<file path="src/rtl/spfp_pkg.sv">
// ---------------------------------------------------------------------------
// spfp_pkg
// Shared definitions for the single-precision floating-point divider:
// IEEE-754 field widths, canonical special encodings, result-flag bit
// positions, FSM state encoding and an operand classifier.
//
// Build option: define SPFP_DIV_ROUND_EN to add one extra division
// iteration (guard bit) and round-to-nearest-even on the fraction.
// Without it the quotient is truncated toward zero.
// ---------------------------------------------------------------------------
package spfp_pkg;

    localparam int EXP_W = 8;
    localparam int MAN_W = 23;
    localparam int BIAS  = 127;

    localparam int FP_W  = 1 + EXP_W + MAN_W;
    // Significand including the hidden leading one.
    localparam int SIG_W = MAN_W + 1;
    // Quotient bits needed for a normalised truncated result: one integer
    // bit (set when fa >= fb) plus the 24 significand bits below it.
    localparam int QUO_W = SIG_W + 1;
`ifdef SPFP_DIV_ROUND_EN
    localparam int ITERS = QUO_W + 1;
`else
    localparam int ITERS = QUO_W;
`endif
    // The partial remainder stays below 2*fb, so one bit above SIG_W suffices.
    localparam int REM_W = SIG_W + 1;
    // Signed working exponent with headroom for ea - eb + BIAS.
    localparam int E_W   = EXP_W + 2;

    localparam logic [FP_W-1:0] QNAN    = 32'h7FC00000;
    localparam logic [FP_W-1:0] POS_INF = 32'h7F800000;

    localparam int FLG_INV = 3;
    localparam int FLG_DZ  = 2;
    localparam int FLG_OVF = 1;
    localparam int FLG_UNF = 0;

    localparam logic [1:0] IDLE   = 2'd0;
    localparam logic [1:0] DIVIDE = 2'd1;
    localparam logic [1:0] NORM   = 2'd2;
    localparam logic [1:0] DONE   = 2'd3;

    typedef struct packed {
        logic is_zero;
        logic is_inf;
        logic is_nan;
    } fp_class_t;

    // Denormals (exponent field zero) are flushed and treated as zero.
    function automatic fp_class_t classify(input logic [FP_W-1:0] x);
        fp_class_t          c;
        logic [EXP_W-1:0]   e;
        logic [MAN_W-1:0]   f;
        e         = x[MAN_W +: EXP_W];
        f         = x[MAN_W-1:0];
        c.is_zero = (e == '0);
        c.is_inf  = (e == '1) && (f == '0);
        c.is_nan  = (e == '1) && (f != '0);
        return c;
    endfunction

endpackage

</file>
<file path="src/rtl/spfp_sig_divider.sv">
// ---------------------------------------------------------------------------
// spfp_sig_divider
// Restoring significand divider producing one quotient bit per clock,
// most significant bit first. Computes floor(dividend * 2^(ITERS-1) / divisor)
// for 24-bit significands that both carry the hidden one.
//
// Ports:
//   clk, rst   clock and synchronous active-high reset
//   start      load new operands and begin iterating (ignored while busy
//              by construction of the parent FSM)
//   dividend   24-bit significand fa
//   divisor    24-bit significand fb
//   quo        quotient shift register, ITERS bits, valid after done
//   done       high during the clock whose edge performs the last iteration
//   rem_nz     final remainder is non-zero (sticky); SPFP_DIV_ROUND_EN only
// ---------------------------------------------------------------------------
module spfp_sig_divider
    import spfp_pkg::*;
(
    input  logic             clk,
    input  logic             rst,
    input  logic             start,
    input  logic [SIG_W-1:0] dividend,
    input  logic [SIG_W-1:0] divisor,
    output logic [ITERS-1:0] quo,
`ifdef SPFP_DIV_ROUND_EN
    output logic             rem_nz,
`endif
    output logic             done
);

    localparam int               CNT_W = $clog2(ITERS);
    localparam logic [CNT_W-1:0] LAST  = CNT_W'(ITERS - 1);

    logic [REM_W-1:0] rem;
    logic [REM_W-1:0] dvs_ext;
    logic [REM_W-1:0] diff;
    logic [REM_W-1:0] rem_sel;
    logic [SIG_W-1:0] dvs;
    logic [CNT_W-1:0] cnt;
    logic             busy;
    logic             ge;

    // Trial subtraction: the quotient bit is 1 when the divisor fits in the
    // current remainder, in which case the difference becomes the remainder.
    always_comb begin
        dvs_ext = {1'b0, dvs};
        ge      = (rem >= dvs_ext);
        diff    = rem - dvs_ext;
        rem_sel = ge ? diff : rem;
    end

    assign done = busy && (cnt == LAST);
`ifdef SPFP_DIV_ROUND_EN
    assign rem_nz = |rem;
`endif

    // Iteration register bank. The remainder is doubled after every step so
    // the next comparison tests the following binary digit of the quotient.
    always_ff @(posedge clk) begin
        if (rst) begin
            rem  <= '0;
            dvs  <= '0;
            quo  <= '0;
            cnt  <= '0;
            busy <= 1'b0;
        end else if (start) begin
            rem  <= {1'b0, dividend};
            dvs  <= divisor;
            quo  <= '0;
            cnt  <= '0;
            busy <= 1'b1;
        end else if (busy) begin
            quo <= {quo[ITERS-2:0], ge};
            rem <= rem_sel << 1;
            if (cnt == LAST) begin
                cnt  <= '0;
                busy <= 1'b0;
            end else begin
                cnt <= cnt + 1'b1;
            end
        end
    end

endmodule

</file>
<file path="src/rtl/sp_fp_divider.sv">
// ---------------------------------------------------------------------------
// sp_fp_divider
// Iterative IEEE-754 single-precision divider, quotient = op_a / op_b.
// Multi-cycle (not pipelined) with valid/ready handshakes on both sides.
// Special operands finish one cycle after acceptance; normal operands go
// through the restoring significand divider, then normalise and range-check.
//
// Ports:
//   clk, rst   clock and synchronous active-high reset
//   i_valid    operand pair present; accepted when i_valid & o_ready
//   o_ready    divider idle
//   op_a       dividend (IEEE-754 single)
//   op_b       divisor  (IEEE-754 single)
//   o_valid    result present; consumed when o_valid & i_ready
//   i_ready    consumer ready
//   quotient   result {sign, exp, frac}, held stable while o_valid
//   o_flags    {invalid, div_by_zero, overflow, underflow}
//
// Build option: SPFP_DIV_ROUND_EN enables round-to-nearest-even (one extra
// iteration, 28-cycle normal latency); otherwise truncation, 27 cycles.
// ---------------------------------------------------------------------------
module sp_fp_divider
    import spfp_pkg::*;
(
    input  logic            clk,
    input  logic            rst,
    input  logic            i_valid,
    output logic            o_ready,
    input  logic [FP_W-1:0] op_a,
    input  logic [FP_W-1:0] op_b,
    output logic            o_valid,
    input  logic            i_ready,
    output logic [FP_W-1:0] quotient,
    output logic [3:0]      o_flags
);

    localparam logic signed [E_W-1:0] E_ONE  = E_W'(1);
    localparam logic signed [E_W-1:0] E_ZERO = '0;
    localparam logic signed [E_W-1:0] E_MAX  = E_W'((1 << EXP_W) - 1);
    localparam logic signed [E_W-1:0] E_BIAS = E_W'(BIAS);

    logic [1:0]              state;
    fp_class_t               cls_a;
    fp_class_t               cls_b;
    logic                    sign_in;
    logic                    accept;
    logic                    is_special;
    logic [FP_W-1:0]         spec_q;
    logic [3:0]              spec_f;
    logic signed [E_W-1:0]   ea_s;
    logic signed [E_W-1:0]   eb_s;
    logic signed [E_W-1:0]   e_in;

    logic                    sign_r;
    logic signed [E_W-1:0]   e_r;

    logic                    sig_start;
    logic                    sig_done;
    logic [ITERS-1:0]        sig_quo;
    logic [SIG_W-1:0]        sig_a;
    logic [SIG_W-1:0]        sig_b;

    logic [QUO_W-1:0]        q_main;
    logic [MAN_W-1:0]        frac_n;
    logic [MAN_W-1:0]        frac_f;
    logic signed [E_W-1:0]   e_n;
    logic signed [E_W-1:0]   e_f;
    logic [FP_W-1:0]         norm_q;
    logic [3:0]              norm_f;
`ifdef SPFP_DIV_ROUND_EN
    logic                    sig_rem_nz;
    logic                    guard;
    logic                    sticky;
    logic                    round_up;
    logic [MAN_W:0]          frac_sum;
`endif

    assign o_ready   = (state == IDLE);
    assign o_valid   = (state == DONE);
    assign accept    = o_ready && i_valid;
    assign sig_start = accept && !is_special;
    assign sig_a     = {1'b1, op_a[MAN_W-1:0]};
    assign sig_b     = {1'b1, op_b[MAN_W-1:0]};

    // Operand classification and special-case resolution, in priority order
    // from NaN down to zero dividend. Only a pair that falls through every
    // case needs the iterative datapath.
    always_comb begin
        cls_a      = classify(op_a);
        cls_b      = classify(op_b);
        sign_in    = op_a[FP_W-1] ^ op_b[FP_W-1];
        is_special = 1'b1;
        spec_q     = '0;
        spec_f     = '0;
        if (cls_a.is_nan || cls_b.is_nan) begin
            spec_q          = QNAN;
            spec_f[FLG_INV] = 1'b1;
        end else if ((cls_a.is_zero && cls_b.is_zero) || (cls_a.is_inf && cls_b.is_inf)) begin
            spec_q          = QNAN;
            spec_f[FLG_INV] = 1'b1;
        end else if (cls_b.is_zero && !cls_a.is_inf) begin
            spec_q         = {sign_in, POS_INF[FP_W-2:0]};
            spec_f[FLG_DZ] = 1'b1;
        end else if (cls_a.is_inf) begin
            spec_q = {sign_in, POS_INF[FP_W-2:0]};
        end else if (cls_b.is_inf || cls_a.is_zero) begin
            spec_q = {sign_in, {(FP_W-1){1'b0}}};
        end else begin
            is_special = 1'b0;
        end

        ea_s = {{(E_W-EXP_W){1'b0}}, op_a[MAN_W +: EXP_W]};
        eb_s = {{(E_W-EXP_W){1'b0}}, op_b[MAN_W +: EXP_W]};
        e_in = ea_s - eb_s + E_BIAS;
    end

    spfp_sig_divider u_sig_div (
        .clk      (clk),
        .rst      (rst),
        .start    (sig_start),
        .dividend (sig_a),
        .divisor  (sig_b),
        .quo      (sig_quo),
`ifdef SPFP_DIV_ROUND_EN
        .rem_nz   (sig_rem_nz),
`endif
        .done     (sig_done)
    );

    // Normalisation: when fa >= fb the integer quotient bit is set and the
    // fraction sits one place higher; otherwise the exponent drops by one.
    // With rounding, the bit below the kept fraction is the guard and any
    // lower quotient bit or leftover remainder forms the sticky bit. A carry
    // out of the fraction bumps the exponent before the range check.
    always_comb begin
        q_main = sig_quo[ITERS-1 -: QUO_W];
        if (q_main[QUO_W-1]) begin
            frac_n = q_main[MAN_W:1];
            e_n    = e_r;
        end else begin
            frac_n = q_main[MAN_W-1:0];
            e_n    = e_r - E_ONE;
        end

`ifdef SPFP_DIV_ROUND_EN
        if (q_main[QUO_W-1]) begin
            guard  = q_main[0];
            sticky = sig_quo[0] | sig_rem_nz;
        end else begin
            guard  = sig_quo[0];
            sticky = sig_rem_nz;
        end
        round_up = guard & (sticky | frac_n[0]);
        frac_sum = {1'b0, frac_n} + {{MAN_W{1'b0}}, round_up};
        frac_f   = frac_sum[MAN_W-1:0];
        e_f      = frac_sum[MAN_W] ? (e_n + E_ONE) : e_n;
`else
        frac_f = frac_n;
        e_f    = e_n;
`endif

        norm_f = '0;
        if (e_f >= E_MAX) begin
            norm_q          = {sign_r, POS_INF[FP_W-2:0]};
            norm_f[FLG_OVF] = 1'b1;
        end else if (e_f <= E_ZERO) begin
            norm_q          = {sign_r, {(FP_W-1){1'b0}}};
            norm_f[FLG_UNF] = 1'b1;
        end else begin
            norm_q = {sign_r, e_f[EXP_W-1:0], frac_f};
        end
    end

    // Control FSM. Specials bypass the datapath and land in DONE on the
    // accept edge. DIVIDE leaves on the edge of the final iteration so NORM
    // sees the complete quotient. Result registers only change when a new
    // result is produced, keeping them stable throughout DONE.
    always_ff @(posedge clk) begin
        if (rst) begin
            state    <= IDLE;
            quotient <= '0;
            o_flags  <= '0;
            sign_r   <= 1'b0;
            e_r      <= '0;
        end else begin
            case (state)
                IDLE: begin
                    if (i_valid) begin
                        sign_r <= sign_in;
                        e_r    <= e_in;
                        if (is_special) begin
                            quotient <= spec_q;
                            o_flags  <= spec_f;
                            state    <= DONE;
                        end else begin
                            state <= DIVIDE;
                        end
                    end
                end
                DIVIDE: begin
                    if (sig_done) begin
                        state <= NORM;
                    end
                end
                NORM: begin
                    quotient <= norm_q;
                    o_flags  <= norm_f;
                    state    <= DONE;
                end
                DONE: begin
                    if (i_ready) begin
                        state <= IDLE;
                    end
                end
                default: state <= IDLE;
            endcase
        end
    end

endmodule
</file>
<file path="config.mk">
export PLATFORM = sky130hd
export DESIGN_NAME = sp_fp_divider
export DESIGN_NICKNAME = d
export VERILOG_FILES = /design/src/rtl/spfp_pkg.sv /design/src/rtl/spfp_sig_divider.sv /design/src/rtl/sp_fp_divider.sv
export SDC_FILE = /design/constraint.sdc
export NUM_CORES = 1
export LEC_CHECK = 0
export BUFFER_PORTS_ARGS = -buffer_cell sky130_fd_sc_hd__buf_4
export CAP_MARGIN = 20
export CORE_MARGIN = 1
export CORE_UTILIZATION = 45
export DETAILED_ROUTE_END_ITERATION = 16
export PLACE_DENSITY = 0.69
export SLEW_MARGIN = 0
export SYNTH_ARGS = -nofsm -noshare
export SYNTH_HDL_FRONTEND = slang
export SYNTH_SLANG_ARGS = --single-unit
</file>
<file path="constraint.sdc">
create_clock -name clk -period 6.05 [get_ports clk]
set_input_delay 0.3025 -clock clk [delete_from_list [all_inputs] [get_ports clk]]
set_output_delay 0.3025 -clock clk [all_outputs]
set_load 0.01 [all_outputs]
</file>
* Word-level counts from Yosys, hierarchy flattened
Cells that the tools add are included.
** Word-level totals
- Word-level logic and storage cells :: 98
- Input bits :: 68
- Output and inout bits :: 38
- Bits in registers :: 129
** Operators by class
- Bitwise gates (word level) :: 1
- Add/sub/neg operators :: 5
- Order comparisons :: 3
- Reductions and logical operators :: 28
- Eq/ne operators :: 10
- Mux-type cells :: 40
** Operator list (number)
- $mux 32 :: 7
- $mux 24 :: 3
- $pmux 32 s2 :: 1
- $mux 31 :: 2
- $logic_not 23->1 :: 2
- $reduce_bool 23->1 :: 2
- $ge 25x24->1 :: 1
- $sub 24x24->24 :: 1
- $mux 23 :: 1
- $eq 8x8->1 const B :: 2
- $logic_not 8->1 :: 2
- $mux 1 :: 16
- $add 9x8->10 const B :: 1
- $ge 10x9->1 const B :: 1
- $le 10x1->1 const B :: 1
- $logic_and 1x1->1 :: 10
- $mux 10 :: 1
- $sub 10x2->10 const B :: 1
- $sub 8x8->9 :: 1
- $mux 2 :: 4
- $mux 4 :: 2
- $pmux 2 s4 :: 1
- $pmux 4 s2 :: 1
- $reduce_and 3->1 :: 2
- 14 further kinds :: 21

* Depth between registers and ports, before layout
- Word-level depth :: 11
- Mapped depth :: 12
- Depth with buffers taken out :: 12

* Modules after synthesis
A second synthesis with hierarchy kept.
** Second synthesis, totals
- Cells, all modules :: 992
- Area total of the unflattened synthesis :: 8105.3 um2
** Modules (own cells, without submodules)
- spfp_sig_divider :: sequential area each 1601.5 um2, cells each 573, times used 1, area an instance 4684.5 um2
- sp_fp_divider :: sequential area each 980.9 um2, cells each 419, times used 1, area an instance 3420.8 um2

* Worst setup path after synthesis
Ideal clock, no wire load.
- Path type :: register to register
- From :: register u_sig_div.rem[0]
- To :: register u_sig_div.rem[23]
- Arrival time :: 2.446 ns
- Slack :: 3.513 ns
- Buffers on the path :: 0
- Clock period less this slack :: 2.537 ns
- Cell stages (with the launch flop) :: 12
- Library setup time :: 0.091 ns
- Cell sequence :: dfxtp_1 inv_1 ha_1 fa_1 nand2b_1 a211oi_1 o211ai_1 a21oi_1 a41oi_1 xnor2_1 mux2i_1 a311oi_1
** On the way
- Word-level cells in the longest chain between the ends :: 4
- Elaborated cells on any way between the ends :: 5
- Those cells by class :: add/sub: 1; order compare: 1; mux: 3
** RTL lines
- start, declared :: line spfp_sig_divider.sv:35 : logic [REM_W-1:0] rem;
- start signal, assigned :: line spfp_sig_divider.sv:68 : rem <= {1'b0, dividend};
- start signal, assigned :: line spfp_sig_divider.sv:75 : rem <= rem_sel << 1;
- $sub 24x24->24 or $ge 25x24->1 (tied branches) :: line spfp_sig_divider.sv:49, spfp_sig_divider.sv:48
- $mux 24 * :: line spfp_sig_divider.sv:50 : rem_sel = ge ? diff : rem;
- $mux 24 * :: line spfp_sig_divider.sv:73 : end else if (busy) begin
- $mux 24 * :: line spfp_sig_divider.sv:67 : end else if (start) begin
Every way passes the cells marked *; elsewhere a longest branch is shown, timed or not. The select of a mux whose other input is x is not followed.
A chain may end at the register's enable or synchronous reset.

* Worst setup path in the final report
- From :: register e_r[0]
- To :: register quotient[0]
** On the way
- Word-level cells in the longest chain between the ends :: 6
- Elaborated cells on any way between the ends :: 7
- Those cells by class :: add/sub: 1; order compare: 2; mux: 4
** RTL lines
- start, declared :: line sp_fp_divider.sv:55 : logic signed [E_W-1:0] e_r;
- start signal, assigned :: line sp_fp_divider.sv:190 : e_r <= e_in;
- $sub 10x2->10 :: line sp_fp_divider.sv:142 : e_n = e_r - E_ONE;
- $mux 10 * :: line sp_fp_divider.sv:137 : if (q_main[QUO_W-1]) begin
- $le 10x1->1 :: line sp_fp_divider.sv:166 : end else if (e_f <= E_ZERO) begin
- $mux 31 :: line sp_fp_divider.sv:166
- $mux 31 * :: line sp_fp_divider.sv:163 : if (e_f >= E_MAX) begin
- $pmux 32 s2 * :: line sp_fp_divider.sv:186 : case (state)
- end signal, assigned :: line sp_fp_divider.sv:192 : quotient <= spec_q;
- end signal, assigned :: line sp_fp_divider.sv:206 : quotient <= norm_q;
- end, declared :: line sp_fp_divider.sv:33 : output logic [FP_W-1:0] quotient,
Every way passes the cells marked *; elsewhere a longest branch is shown, timed or not.

==> metrics.md <==
| Metric | Value |
|---|---|
| Ys flop type | `dfxtp_1` |
| Largest net degree at the start of global routing | `68` |
| Initial Util | `approximately 46%` |
| Clock buffer depth | `2` |
| CP Data Arrival Time | `3400 ps` |
| Unique cell type count in the Yosys netlist | `61` |
| Overall die height | `132 um` |
| FP Rows | `47` |
| Via density | `5.53` |
| Post-Route WL | `19300 um` |
| First-pass DRT Iterations | `5` |
| Final nets | `1139` |
| Area share of the largest cell type after synthesis | `33.9%` |
| DR top layer | `met4` |
| Post-synthesis mux area share | `under 10%` |
| Global-route wire length before repair | `32200 um` |
| PostCTS Resize Cnt | `0` |
| Worst path max stage delay | `760 ps` |
| Met3 wire length | `about 750 um` |
| Clk sinks | `129` |
| Crit-path cells | `inv_1, ha_1, nor4b_1, xor2_1, nand4b_1, nor4_1, nor2b_1, nand3b_1, a2bb2oi_1, nor2_1` |
| H-tree depth | `4` |
| Core area | `16600 um^2` |
| Post-cts hold buffer count | `0` |
| Worst Setup Start Kind | `register` |
| Leading area contributor after synthesis | `dfxtp_1` |
| Post-synthesis cell count | `947` |
| Adder-cell area share of the yosys netlist | `7.09%` |
| CP required | `6330 ps` |
| Max Slew Vio Count | `0` |
| Setup Fix Bufs, Post-CTS | `0` |
| CTS tree | `built` |
| Slew @ Worst Pin | `966 ps` |
| FF-to-FF path depth | `10` |
| Vias after detailed routing | `approximately 7000` |
| Yosys warns | `0` |
| Wirelength per Cell | `15.3 um` |
| Util after Layout | `55.2%` |
| Tot GR Track Use | `22.8%` |
| Worst min-delay path class | `input pin to register` |
| Kind of end point of the critical path | `register` |
| Total global routing overflow | `0` |
| Most instantiated library cell after synthesis | `dfxtp_1` |
| Async S/R FF share, synth | `0%` |
| Achievable Freq | `0.320 GHz` |
| Post-synth EDFFs | `0` |
| Syn Area/Cell | `8.05 um^2` |
| Syn Nets | `between 1000 and 1500` |
| Post-Syn Area | `7620 um^2` |
| Placed Area | `roughly 8500 um^2` |
| Total CTS buffers | `17` |
| Crit share post-route | `approximately 52%` |
| Critical Path Fanout Max | `22` |
| WL met2 | `9000 um` |
| Max Cap Viol | `0` |
| Routed metal-1 wirelength | `between 9000 and 10000 um` |
| Synth area leaders | `dfxtp_1, mux2i_1, ha_1` |
| Initial antenna violation count | `0` |
| Area Overhead vs Synth | `20.1%` |
| PortBufs | `105` |
| Die width | `132 um` |
| Largest family of logic cells by synthesized area | `simple AND/OR/NAND/NOR gates` |
| Post-synthesis simple-gate area fraction | `20.7%` |
| Slew HR | `35.4%` |
| Die ar. | `roughly 17000 um^2` |
| Critical path type | `register to register` |
| Worst IR Drop VDD | `244 uV` |
| Hpwl dp | `13500 um` |
| Pwr/cell area | `~480 nW/um^2` |
| Leak | `around 3.6 nW` |
| Post-Synth XOR/XNOR Area | `4.37%` |
| Clk root buf | `clkbuf_16` |
| Setup violators final | `0` |
| DR iter-0 viols | `369` |
| Synthesis-stage register bit count | `129` |
| Hold Path Depth | `3` |
| Setup TNS | `0 ps` |
| Clk_skew | `roughly 9 ps` |
| RePlAce Congestion | `0.882` |
| Final hold violations | `0` |
| Top cells by count, synth | `dfxtp_1, nor2_1, nand2_1` |
| Fill count | `1594` |
| Worst-Skew Late Latency | `420 ps` |
| Slowest cell on crit path | `nand3b_1` |
| Antenna-violating nets left | `0` |
| Io pins | `106` |
| Time the worst path needs with I/O delays and setup | `3120 ps` |
| Synth Area in Compound Gates | `19.6%` |
| Status | `complete, no violations` |
| Seq/Total Area, Yosys | `33.9%` |
| Share of cells above drive strength 1 | `15.0%` |
| Residual DRC | `0` |
| Finished Cell Area | `~9000 um^2` |
| CTS clock-pin slew for the worst setup and hold paths | `70 ps` |
| Vias in the first global route | `roughly 6600` |
| Unrepaired setup endpoints after global routing | `false` |
| N_diodes | `0` |
==> state kept, by name (all words and copies together) (netlist names) <==
signal          flops
e_r                10
o_flags             4
quotient           32
sign_r              1
state               2
u_sig_div.busy      1
u_sig_div.cnt       5
u_sig_div.dvs      24
u_sig_div.quo      25
u_sig_div.rem      25
==> layout make-up <==
cell class | count | area, um^2 | share of cell area (%)
repair buffers | 112 | 841 | 9.19
multi-input cells | 714 | 4620 | 50.5
clock inverters | 14 | 190 | 2.08
flip-flops and latches | 129 | 2580 | 28.2
well taps | 220 | 275 | 3.01
inverters | 55 | 206 | 2.26
clock buffers | 18 | 429 | 4.69
==> layer usage <==
| metal | GRT usage [%] | vias up |
|---|---|---|
| li1 | - | 3535 |
| met4 | 6.78 | 0 |
| met2 | 37.8 | 148 |
| met1 | 30.1 | 3272 |
| met3 | 4.00 | 22 |
| met5 | 0 | - |
==> worst max-delay path: cells and delay by family (launching register included) <==
kind                       cells  cell delay (ps)
DFF                            1              380
buffers and inverters          1              120
xor gates and xnor gates       1              170
AOI/OAI and AO/OA              1              250
and+or+nand+nor                6             1860
adders and majority gates      1              210
==> stage by stage <==
| stage | power [mW] | setup slack [ps] | std cells | hold WS [ps] |
|---|---|---|---|---|
| after floorplan | 2.91 | 3510 | 947 | 436 |
| after global placement | 3.27 | 3000 | 1230 | 442 |
| after detailed placement | 3.30 | 3020 | 1230 | 447 |
| after CTS | 4.41 | 2900 | 1262 | 126 |
| after global routing | 4.72 | 2540 | 1262 | 141 |
| final | 4.41 | 2930 | 1262 | 136 |
==> power by group <==
part,switching [mW],internal (mW),leakage (nW)
clock,0.423,0.662,0.300
combinational,1.29,0.940,2.25
sequential,0.112,0.982,1.05
==> cells by family (layout without fill, tap and decap cells) <==
| family | Yosys count | in the layout |
|---|---|---|
| buf+inv | 104 | 199 |
| fa+ha+maj | 42 | 42 |
| mux | 67 | 67 |
| compound gates | 226 | 226 |
| flops | 129 | 129 |
| xor+xnor | 38 | 38 |
| simple gates | 341 | 341 |
==> worst paths after layout <==
check / start / end / slack (ps)
hold / removal: op_a[5] / u_sig_div.rem[5] / 140
hold reg to reg: u_sig_div.dvs[22] / u_sig_div.dvs[22] / 450
setup reg to reg: e_r[0] / quotient[0] / 2930
setup / recovery: e_r[0] / quotient[0] / 2930
==> cells in the final DEF (no fill, tap or decap), types with 8 or more instances in the layout <==
master	count
ha_1	40
o22ai_1	8
nor4_1	16
a311oi_1	8
nand2_1	103
a211oi_1	20
nor2_1	121
nand3_1	10
o21ai_0	24
a21o_1	9
xnor2_1	24
nand2b_1	8
a211o_1	10
nand4_1	17
xor2_1	14
inv_1	55
a2bb2oi_1	22
and3_1	9
clkbuf_16	17
buf_4	112
o211ai_1	8
a21oi_1	80
dfxtp_1	128
mux2i_1	67
nor3_1	20
o21a_1	8
Power figures use the tool's default switching activity.
